**config.mk**
```make
export PLATFORM = sky130hd
export DESIGN_NAME = dmem_responder
export DESIGN_NICKNAME = d
export VERILOG_FILES = /design/src/rtl/dmem_pkg.sv /design/src/rtl/dmem_lane_fmt.sv /design/src/rtl/dmem_responder.sv
export SDC_FILE = /design/constraint.sdc
export NUM_CORES = 1
export LEC_CHECK = 0
export BUFFER_PORTS_ARGS = -buffer_cell sky130_fd_sc_hd__buf_4
export CORE_MARGIN = 8
export CORE_UTILIZATION = 38
export CTS_CLUSTER_DIAMETER = 80
export CTS_CLUSTER_SIZE = 25
export DETAILED_ROUTE_END_ITERATION = 12
export PLACE_DENSITY = 0.8
export SLEW_MARGIN = 20
export SYNTH_ARGS = -nofsm -noshare
export SYNTH_HDL_FRONTEND = slang
export SYNTH_SLANG_ARGS = --single-unit
export TNS_END_PERCENT = 50
```
**constraint.sdc**
```tcl
create_clock -name clk -period 1.5 [get_ports clk]
set_clock_uncertainty 0.05 [all_clocks]
set_input_delay 0.15 -clock clk [delete_from_list [all_inputs] [get_ports clk]]
set_output_delay 0.15 -clock clk [all_outputs]
set_load 0.1 [all_outputs]
```
**src/rtl/dmem_pkg.sv**
```systemverilog
// dmem_pkg: encodings shared by the data-memory responder and its lane formatter.
// Holds access-size codes, FSM states and the legal BRAM read-latency range.
package dmem_pkg;

    localparam logic [1:0] SZ_BYTE = 2'b00;
    localparam logic [1:0] SZ_HALF = 2'b01;
    localparam logic [1:0] SZ_WORD = 2'b10;

    localparam int unsigned RD_LAT_MIN = 1;
    localparam int unsigned RD_LAT_MAX = 3;

    typedef enum logic [1:0] {
        IDLE    = 2'd0,
        RD_WAIT = 2'd1,
        RESP    = 2'd2
    } state_t;

    function automatic logic [1:0] clamp_lat(input int unsigned lat);
        if (lat < RD_LAT_MIN) return 2'(RD_LAT_MIN);
        if (lat > RD_LAT_MAX) return 2'(RD_LAT_MAX);
        return 2'(lat);
    endfunction

endpackage

```
**src/rtl/dmem_lane_fmt.sv**
```systemverilog
// dmem_lane_fmt: store lane replication/byte enables and load lane extraction.
// Sub-word handling exists only with DMEM_SUBWORD_EN; otherwise word pass-through.
module dmem_lane_fmt
    import dmem_pkg::*;
(
    input  logic [1:0]  req_size,
    input  logic [1:0]  req_lo,
    input  logic [31:0] req_wdata,
    output logic        misaligned,
    output logic [3:0]  wea,
    output logic [31:0] din,
    input  logic [1:0]  ld_size,
    input  logic        ld_unsigned,
    input  logic [1:0]  ld_lo,
    input  logic [31:0] ld_raw,
    output logic [31:0] ld_data
);

`ifdef DMEM_SUBWORD_EN
    logic [7:0]  ld_byte;
    logic [15:0] ld_half;

    // Store side: alignment check, byte enables and lane replication.
    always_comb begin
        misaligned = 1'b0;
        wea        = 4'hF;
        din        = req_wdata;
        unique case (req_size)
            SZ_BYTE: begin
                wea = 4'b0001 << req_lo;
                din = {4{req_wdata[7:0]}};
            end
            SZ_HALF: begin
                misaligned = req_lo[0];
                wea        = req_lo[1] ? 4'b1100 : 4'b0011;
                din        = {2{req_wdata[15:0]}};
            end
            default: misaligned = |req_lo;
        endcase
    end

    // Load side: pick the addressed lane, then sign- or zero-extend it.
    always_comb begin
        ld_byte = ld_raw[7:0];
        unique case (ld_lo)
            2'd1:    ld_byte = ld_raw[15:8];
            2'd2:    ld_byte = ld_raw[23:16];
            2'd3:    ld_byte = ld_raw[31:24];
            default: ld_byte = ld_raw[7:0];
        endcase
        ld_half = ld_lo[1] ? ld_raw[31:16] : ld_raw[15:0];
        ld_data = ld_raw;
        unique case (ld_size)
            SZ_BYTE: ld_data = {{24{~ld_unsigned & ld_byte[7]}}, ld_byte};
            SZ_HALF: ld_data = {{16{~ld_unsigned & ld_half[15]}}, ld_half};
            default: ld_data = ld_raw;
        endcase
    end
`else
    logic unused_fmt;

    // Word-only build: every access is a full aligned word.
    always_comb begin
        misaligned = |req_lo;
        wea        = 4'hF;
        din        = req_wdata;
        ld_data    = ld_raw;
    end

    assign unused_fmt = ^{req_size, ld_size, ld_unsigned, ld_lo};
`endif

endmodule

```
**src/rtl/dmem_responder.sv**
```systemverilog
// dmem_responder: CPU data-port responder driving a synchronous BRAM, stalling loads.
// Build option DMEM_SUBWORD_EN enables byte/half accesses (word-only otherwise).
module dmem_responder
    import dmem_pkg::*;
#(
    parameter int ADDR_W     = 10,
    parameter int RD_LATENCY = 1
) (
    input  logic              clk,
    input  logic              rst,
    input  logic              req_valid,
    input  logic              req_we,
    input  logic [1:0]        req_size,
    input  logic              req_unsigned,
    input  logic [31:0]       req_addr,
    input  logic [31:0]       req_wdata,
    output logic              stall,
    output logic              resp_valid,
    output logic [31:0]       resp_rdata,
    output logic              addr_err,
    output logic              ram_ena,
    output logic [3:0]        ram_wea,
    output logic [ADDR_W-1:0] ram_addr,
    output logic [31:0]       ram_din,
    input  logic [31:0]       ram_dout
);

    localparam logic [1:0] LAT = clamp_lat(RD_LATENCY);

    state_t            state_q;
    state_t            state_d;
    logic [1:0]        cnt_q;
    logic [ADDR_W-1:0] addr_q;
    logic [1:0]        lo_q;
    logic [1:0]        size_q;
    logic              uns_q;
    logic [31:0]       rdata_q;

    logic              misaligned;
    logic [3:0]        st_wea;
    logic [31:0]       st_din;
    logic [31:0]       ld_data;
    logic [ADDR_W-1:0] req_word;
    logic              accept_ld;
    logic              unused_addr;

    assign req_word    = req_addr[ADDR_W+1:2];
    assign accept_ld   = (state_q == IDLE) && req_valid
                         && !req_we && !misaligned;
    assign resp_rdata  = rdata_q;
    assign unused_addr = ^req_addr[31:ADDR_W+2];

    dmem_lane_fmt u_fmt (
        .req_size    (req_size),
        .req_lo      (req_addr[1:0]),
        .req_wdata   (req_wdata),
        .misaligned  (misaligned),
        .wea         (st_wea),
        .din         (st_din),
        .ld_size     (size_q),
        .ld_unsigned (uns_q),
        .ld_lo       (lo_q),
        .ld_raw      (ram_dout),
        .ld_data     (ld_data)
    );

    // Next state and BRAM/CPU controls; reset forces everything idle.
    always_comb begin
        state_d    = state_q;
        stall      = 1'b0;
        resp_valid = 1'b0;
        addr_err   = 1'b0;
        ram_ena    = 1'b0;
        ram_wea    = 4'h0;
        ram_addr   = '0;
        ram_din    = '0;
        unique case (state_q)
            IDLE: begin
                if (req_valid) begin
                    if (misaligned) begin
                        addr_err = 1'b1;
                    end else if (req_we) begin
                        ram_ena  = 1'b1;
                        ram_wea  = st_wea;
                        ram_addr = req_word;
                        ram_din  = st_din;
                    end else begin
                        stall    = 1'b1;
                        ram_ena  = 1'b1;
                        ram_addr = req_word;
                        state_d  = RD_WAIT;
                    end
                end
            end
            RD_WAIT: begin
                stall    = 1'b1;
                ram_ena  = 1'b1;
                ram_addr = addr_q;
                if (cnt_q == 2'd1) state_d = RESP;
            end
            RESP: begin
                resp_valid = 1'b1;
                state_d    = IDLE;
            end
            default: state_d = IDLE;
        endcase
        if (rst) begin
            state_d    = IDLE;
            stall      = 1'b0;
            resp_valid = 1'b0;
            addr_err   = 1'b0;
            ram_ena    = 1'b0;
            ram_wea    = 4'h0;
            ram_addr   = '0;
            ram_din    = '0;
        end
    end

    // State, captured load context, latency counter and response data.
    always_ff @(posedge clk) begin
        if (rst) begin
            state_q <= IDLE;
            cnt_q   <= '0;
            addr_q  <= '0;
            lo_q    <= '0;
            size_q  <= SZ_WORD;
            uns_q   <= 1'b0;
            rdata_q <= '0;
        end else begin
            state_q <= state_d;
            if (accept_ld) begin
                cnt_q  <= LAT;
                addr_q <= req_word;
                lo_q   <= req_addr[1:0];
                size_q <= req_size;
                uns_q  <= req_unsigned;
            end else if (state_q == RD_WAIT) begin
                cnt_q <= cnt_q - 2'd1;
                if (cnt_q == 2'd1) rdata_q <= ld_data;
            end
        end
    end

endmodule

```
### Yosys cells after proc, flatten, opt, wreduce, memory -nomap -nowiden

Cells that the tools add are included.

* add/subtract/negate cells: 1
* equal/unequal tests: 7
* mux-type cells: 36
* bitwise logic cells: 1
* reduce and logical (&&, ||, !) cells: 11

Operators with widths (count)
* $mux W32: 5
* $mux W10: 3
* $mux W4: 5
* $pmux W10 S2: 1
* $mux W1: 15
* $mux W2: 4
* $ne A2 B2 Y1 const B: 4
* $eq A2 B1 Y1 const B: 2
* $pmux W1 S2: 2
* $pmux W2 S2: 1
* $reduce_and A4 Y1: 1
* $reduce_or A2 Y1: 2
* $logic_and A1 B1 Y1: 3
* $reduce_and A3 Y1: 1
* $eq A2 B2 Y1 const B: 1
* $logic_not A1 Y1: 2
* $logic_not A2 Y1: 1
* $reduce_bool A2 Y1: 1
* $sub A2 B1 Y2 const B: 1
* $not A1 Y1: 1

* bits in registers: 46
* input bits: 103
* output and inout bits: 82
* word-level logic and storage cells: 61

### Depth between registers and ports, before layout

* depth in word-level cells: 6
* mapped depth: 7
* gate-level depth less buffers: 5

### Hierarchy

From an unflattened synthesis, not the netlist that was laid out.

* cells, all modules: 366
* area total of the unflattened synthesis: 2931.6 sq um

Modules (own cells, without submodules)
* dmem_responder: instances 1, cells each 296, area an instance 2411.1 sq um, sequential area each 1021.0 sq um
* dmem_lane_fmt: instances 1, cells each 70, area an instance 520.5 sq um, sequential area each 0.0 sq um

### Worst setup path before layout

OpenSTA, ideal clock, no wires.

* path type: register -> output
* start point: register state_q[0]
* end point: output addr_err
* data arrival time: 3.108 ns
* required time: 1.300 ns
* slack: -1.808 ns
* stages on the path, launching flop included: 5
* path buffers: 2
* cells stage by stage: dfxtp_1 > buf_2 > nor3b_4 > buf_2 > nor3b_1

* cells in the longest elaborated chain, start to end: 3

Ends and longest elaborated chain
* start, declared: line dmem_responder.sv:30 `state_t state_q;`
* start signal, assigned: line dmem_responder.sv:130 `state_q <= state_d;`
* $logic_not A2 Y1: line dmem_responder.sv:77 `unique case (state_q)`
* $mux W1: line dmem_responder.sv:77
* $mux W1: line dmem_responder.sv:107 `if (rst) begin`
* end, declared: line dmem_responder.sv:20 `output logic addr_err,`

No other way between the ends.

### Worst setup path in the final report

* start point: register state_q[1]
* end point: output ram_din[1]

* cells in the longest elaborated chain, start to end: 3

Ends and longest elaborated chain
* $logic_not A2 Y1: line dmem_responder.sv:77
* $mux W32: line dmem_responder.sv:77
* $mux W32: line dmem_responder.sv:107
* end, declared: line dmem_responder.sv:24 `output logic [31:0] ram_din,`

No other way between the ends.

==> impl_metrics.yaml <==
sta:
  slew_viol_final: 0
  hold_viol_final: 0
  grt_setup_unrepaired: "yes"
  finalCritPeriodShare: 1.23
  min_period_ns: 1.84
  relSlewSlack: 0.751
  final-setup-viol-count: 49
  worst_slew_pin_slew_ns: 0.373
  max_freq_ghz: 0.543
  layout_setup_ws_ns: -0.341
floorplan:
  initial_utilization: 0.395
  pin_count: 185
  core_um2: 5540
  die_h_um: 91.9
  fp.dieW_um: 91.9
  die_area_um2: 8440
  placementRows: 27
synthesis:
  synth_most_common_cell: "nand2_1"
  synth_ff_type: "dfxtp_1"
  ys_seq_area_frac: 0.421
  synthTopCellsByArea: "dfxtp_1 (42%), nand2_1 (11%), and2_1 (9.2%)"
  synth_warnings: 0
  synth_cell_types: 23
  synth-edff-count: 0
  synth-seq-cells: 46
  async_flop_share: 0
  synth_cells: 273
  synth_area_um2: 2190
  synthTopCellsByCount: "nand2_1 (64), dfxtp_1 (46), a21oi_1 (36), and2_1 (32), nand2b_1 (21)"
  synth_top_area_frac: 0.421
  synth.net_count: 377
  synth_top_cell_by_area: "dfxtp_1"
  synth_area_per_cell_um2: 8.01
pwr:
  p_leak_nw: 1.77
  ir_drop_uv: 680
  p_total_mw: 2.58
  p_per_area_nw_per_um2: 606
worst_setup_path:
  path_class: "register to primary output"
  cp_max_fo: 36
  critPathRequiredTime_ns: 1.30
  end_kind: "primary output"
  cp-start-kind: "register"
  worstPathArrival_ns: 1.64
layout:
  fillers: 376
  antenna_cells: 0
  stdcell_area_um2: 4260
  syn2layout_area_growth_pct: 95.0
  drive_above_1_share: 0.540
  layout.nets: 531
  seqCellArea_um2: 923
  multi_input_area_um2: 1290
  fin_cells: 500
route:
  wl_mm: 8.73
  routed_via_density: 4.86
  wl_per_cell_um: 17.5
  drc: 0
  detail-route-antenna-nets: 0
  drtIter0Drc: 85
  vias: 2430
  drtPass1Iterations: 4
placement:
  port_buffers: 161
  placed_cell_area_um2: 3650
  dp.cells: 492
  dp_slack_ns: -0.0874
  place_congestion: 0.947
  dp_hpwl_mm: 6.12
clock_network:
  cts.clk_slew.worst_paths_ns: 0.09
  clockBufferDepth: 2
  insertion_delay_ns: 0.29
  clock_sinks: 46
  cts_tree: "done"
  cts_max_level: 2
  cts-root-buf: "clkbuf_8"
  postCtsSetupBuffers: 0
  cts_made_buffers: 5
  hold_buffers: 0
global_routing:
  grt_pass1_vias: 2497
  grt_usage: 0.200
  antenna_found_initial: 0
  grt_first_pass_wirelength_mm: 13.6
  grt_overflow: 0
  grt_max_degree: 38
status:
  status: "finished with violations"
  violations: "negative setup slack"
job:
  drv_cap: 0
hold_path:
  worst_hold_path_type: "input port to register"
==> sequential cells by signal, indices dropped and copies added, names as in the netlist <==
signal and cells:
resp_rdata 32, addr_q 10, cnt_q 2, state_q 2
==> critical path, stage by stage, from the launching register on <==
cell	delay [ns]
dfxtp_2	0.34
nor3b_4	0.20
and4b_4	0.27
buf_12	0.17
and2_2	0.20
buf_12	0.18
==> where the power goes <==
group | internal [mW] | total [mW] | switching (mW)
clock network | 0.328 | 0.753 | 0.425
registers | 1.23 | 1.24 | 0.00840
logic | 0.266 | 0.587 | 0.321
total | 1.83 | 2.58 | 0.753
==> repair_timing <==
| item | 4_1_cts | 5_1_grt |
|---|---|---|
| resized for setup | 128 | 2 |
| pin swaps | 5 | 2 |
| endpoints found under the setup margin | 50 | 57 |
==> per-stage QoR <==
step | util | TNS (ns) | hold slack [ns]
floorplan | - | -9.58 | 0.236
global placement | 0.659 | -2.57 | 0.346
detailed placement | 0.659 | -2.67 | 0.357
CTS | 0.768 | -14.48 | 0.0332
global route | 0.770 | -18.42 | 0.0272
finish | 0.770 | -14.56 | 0.0405
==> metal layers <==
metal | wire length, um | GRT usage | up-vias
met1 | 3270 | 0.211 | 1116
li1 | - | - | 1194
met4 | 155 | 0.0591 | 0
met3 | 790 | 0.0807 | 11
met2 | 4510 | 0.356 | 109
met5 | 0 | 0 | -
==> worst paths after layout <==
path / start / endpoint / slack, ns / depth (start not counted)
setup / recovery: state_q[1]$_SDFFE_PP0P_ / ram_din[1] / -0.34 / 5
setup reg to reg: state_q[1]$_SDFFE_PP0P_ / addr_q[7]$_SDFFE_PP0P_ / 0.06 / 5
hold / removal: ram_dout[16] / resp_rdata[16]$_SDFFE_PP0P_ / 0.04 / 3
hold reg to reg: resp_rdata[17]$_SDFFE_PP0P_ / resp_rdata[17]$_SDFFE_PP0P_ / 0.41 / 2
==> cells in the final DEF (no fill, tap or decap) <==
cell      count
a21oi_1      35
a21oi_4       1
a32oi_1      10
and2_2       22
and2_4       10
and3b_1       2
and4b_4       1
buf_12       40
buf_4       122
buf_8        10
clkbuf_8      5
clkinv_2      2
dfxtp_1      44
dfxtp_2       2
ha_1          1
inv_1         2
inv_6         1
mux2i_1      11
nand2_1      64
nand2b_1     21
nand3b_1      2
nor2_1        2
nor2_4       11
nor2b_1       1
nor3_1        1
nor3b_4       3
or2_4         1
xnor2_1       1
==> logic make-up after synthesis <==
| logic type | share of synthesized area |
|---|---|
| flip-flops | 0.421 |
| XOR/XNOR | 0.00401 |
| AO/OA/AOI/OAI | 0.122 |
| buffers and inverters | 0.0681 |
| adder cells (fa/ha/maj) | 0.00572 |
| AND/OR/NAND/NOR | 0.328 |
| multiplexers | 0.0503 |
==> layout make-up <==
class / count / share of cell area
clock buffers: 5 / 0.0161
clock inverters: 3 / 0.00440
inverters: 2 / 0.00176
multi-input cells: 200 / 0.302
flip-flops and latches: 46 / 0.217
well taps: 72 / 0.0211
repair buffers: 172 / 0.438
No activity file was read; power rests on OpenSTA's default activity.
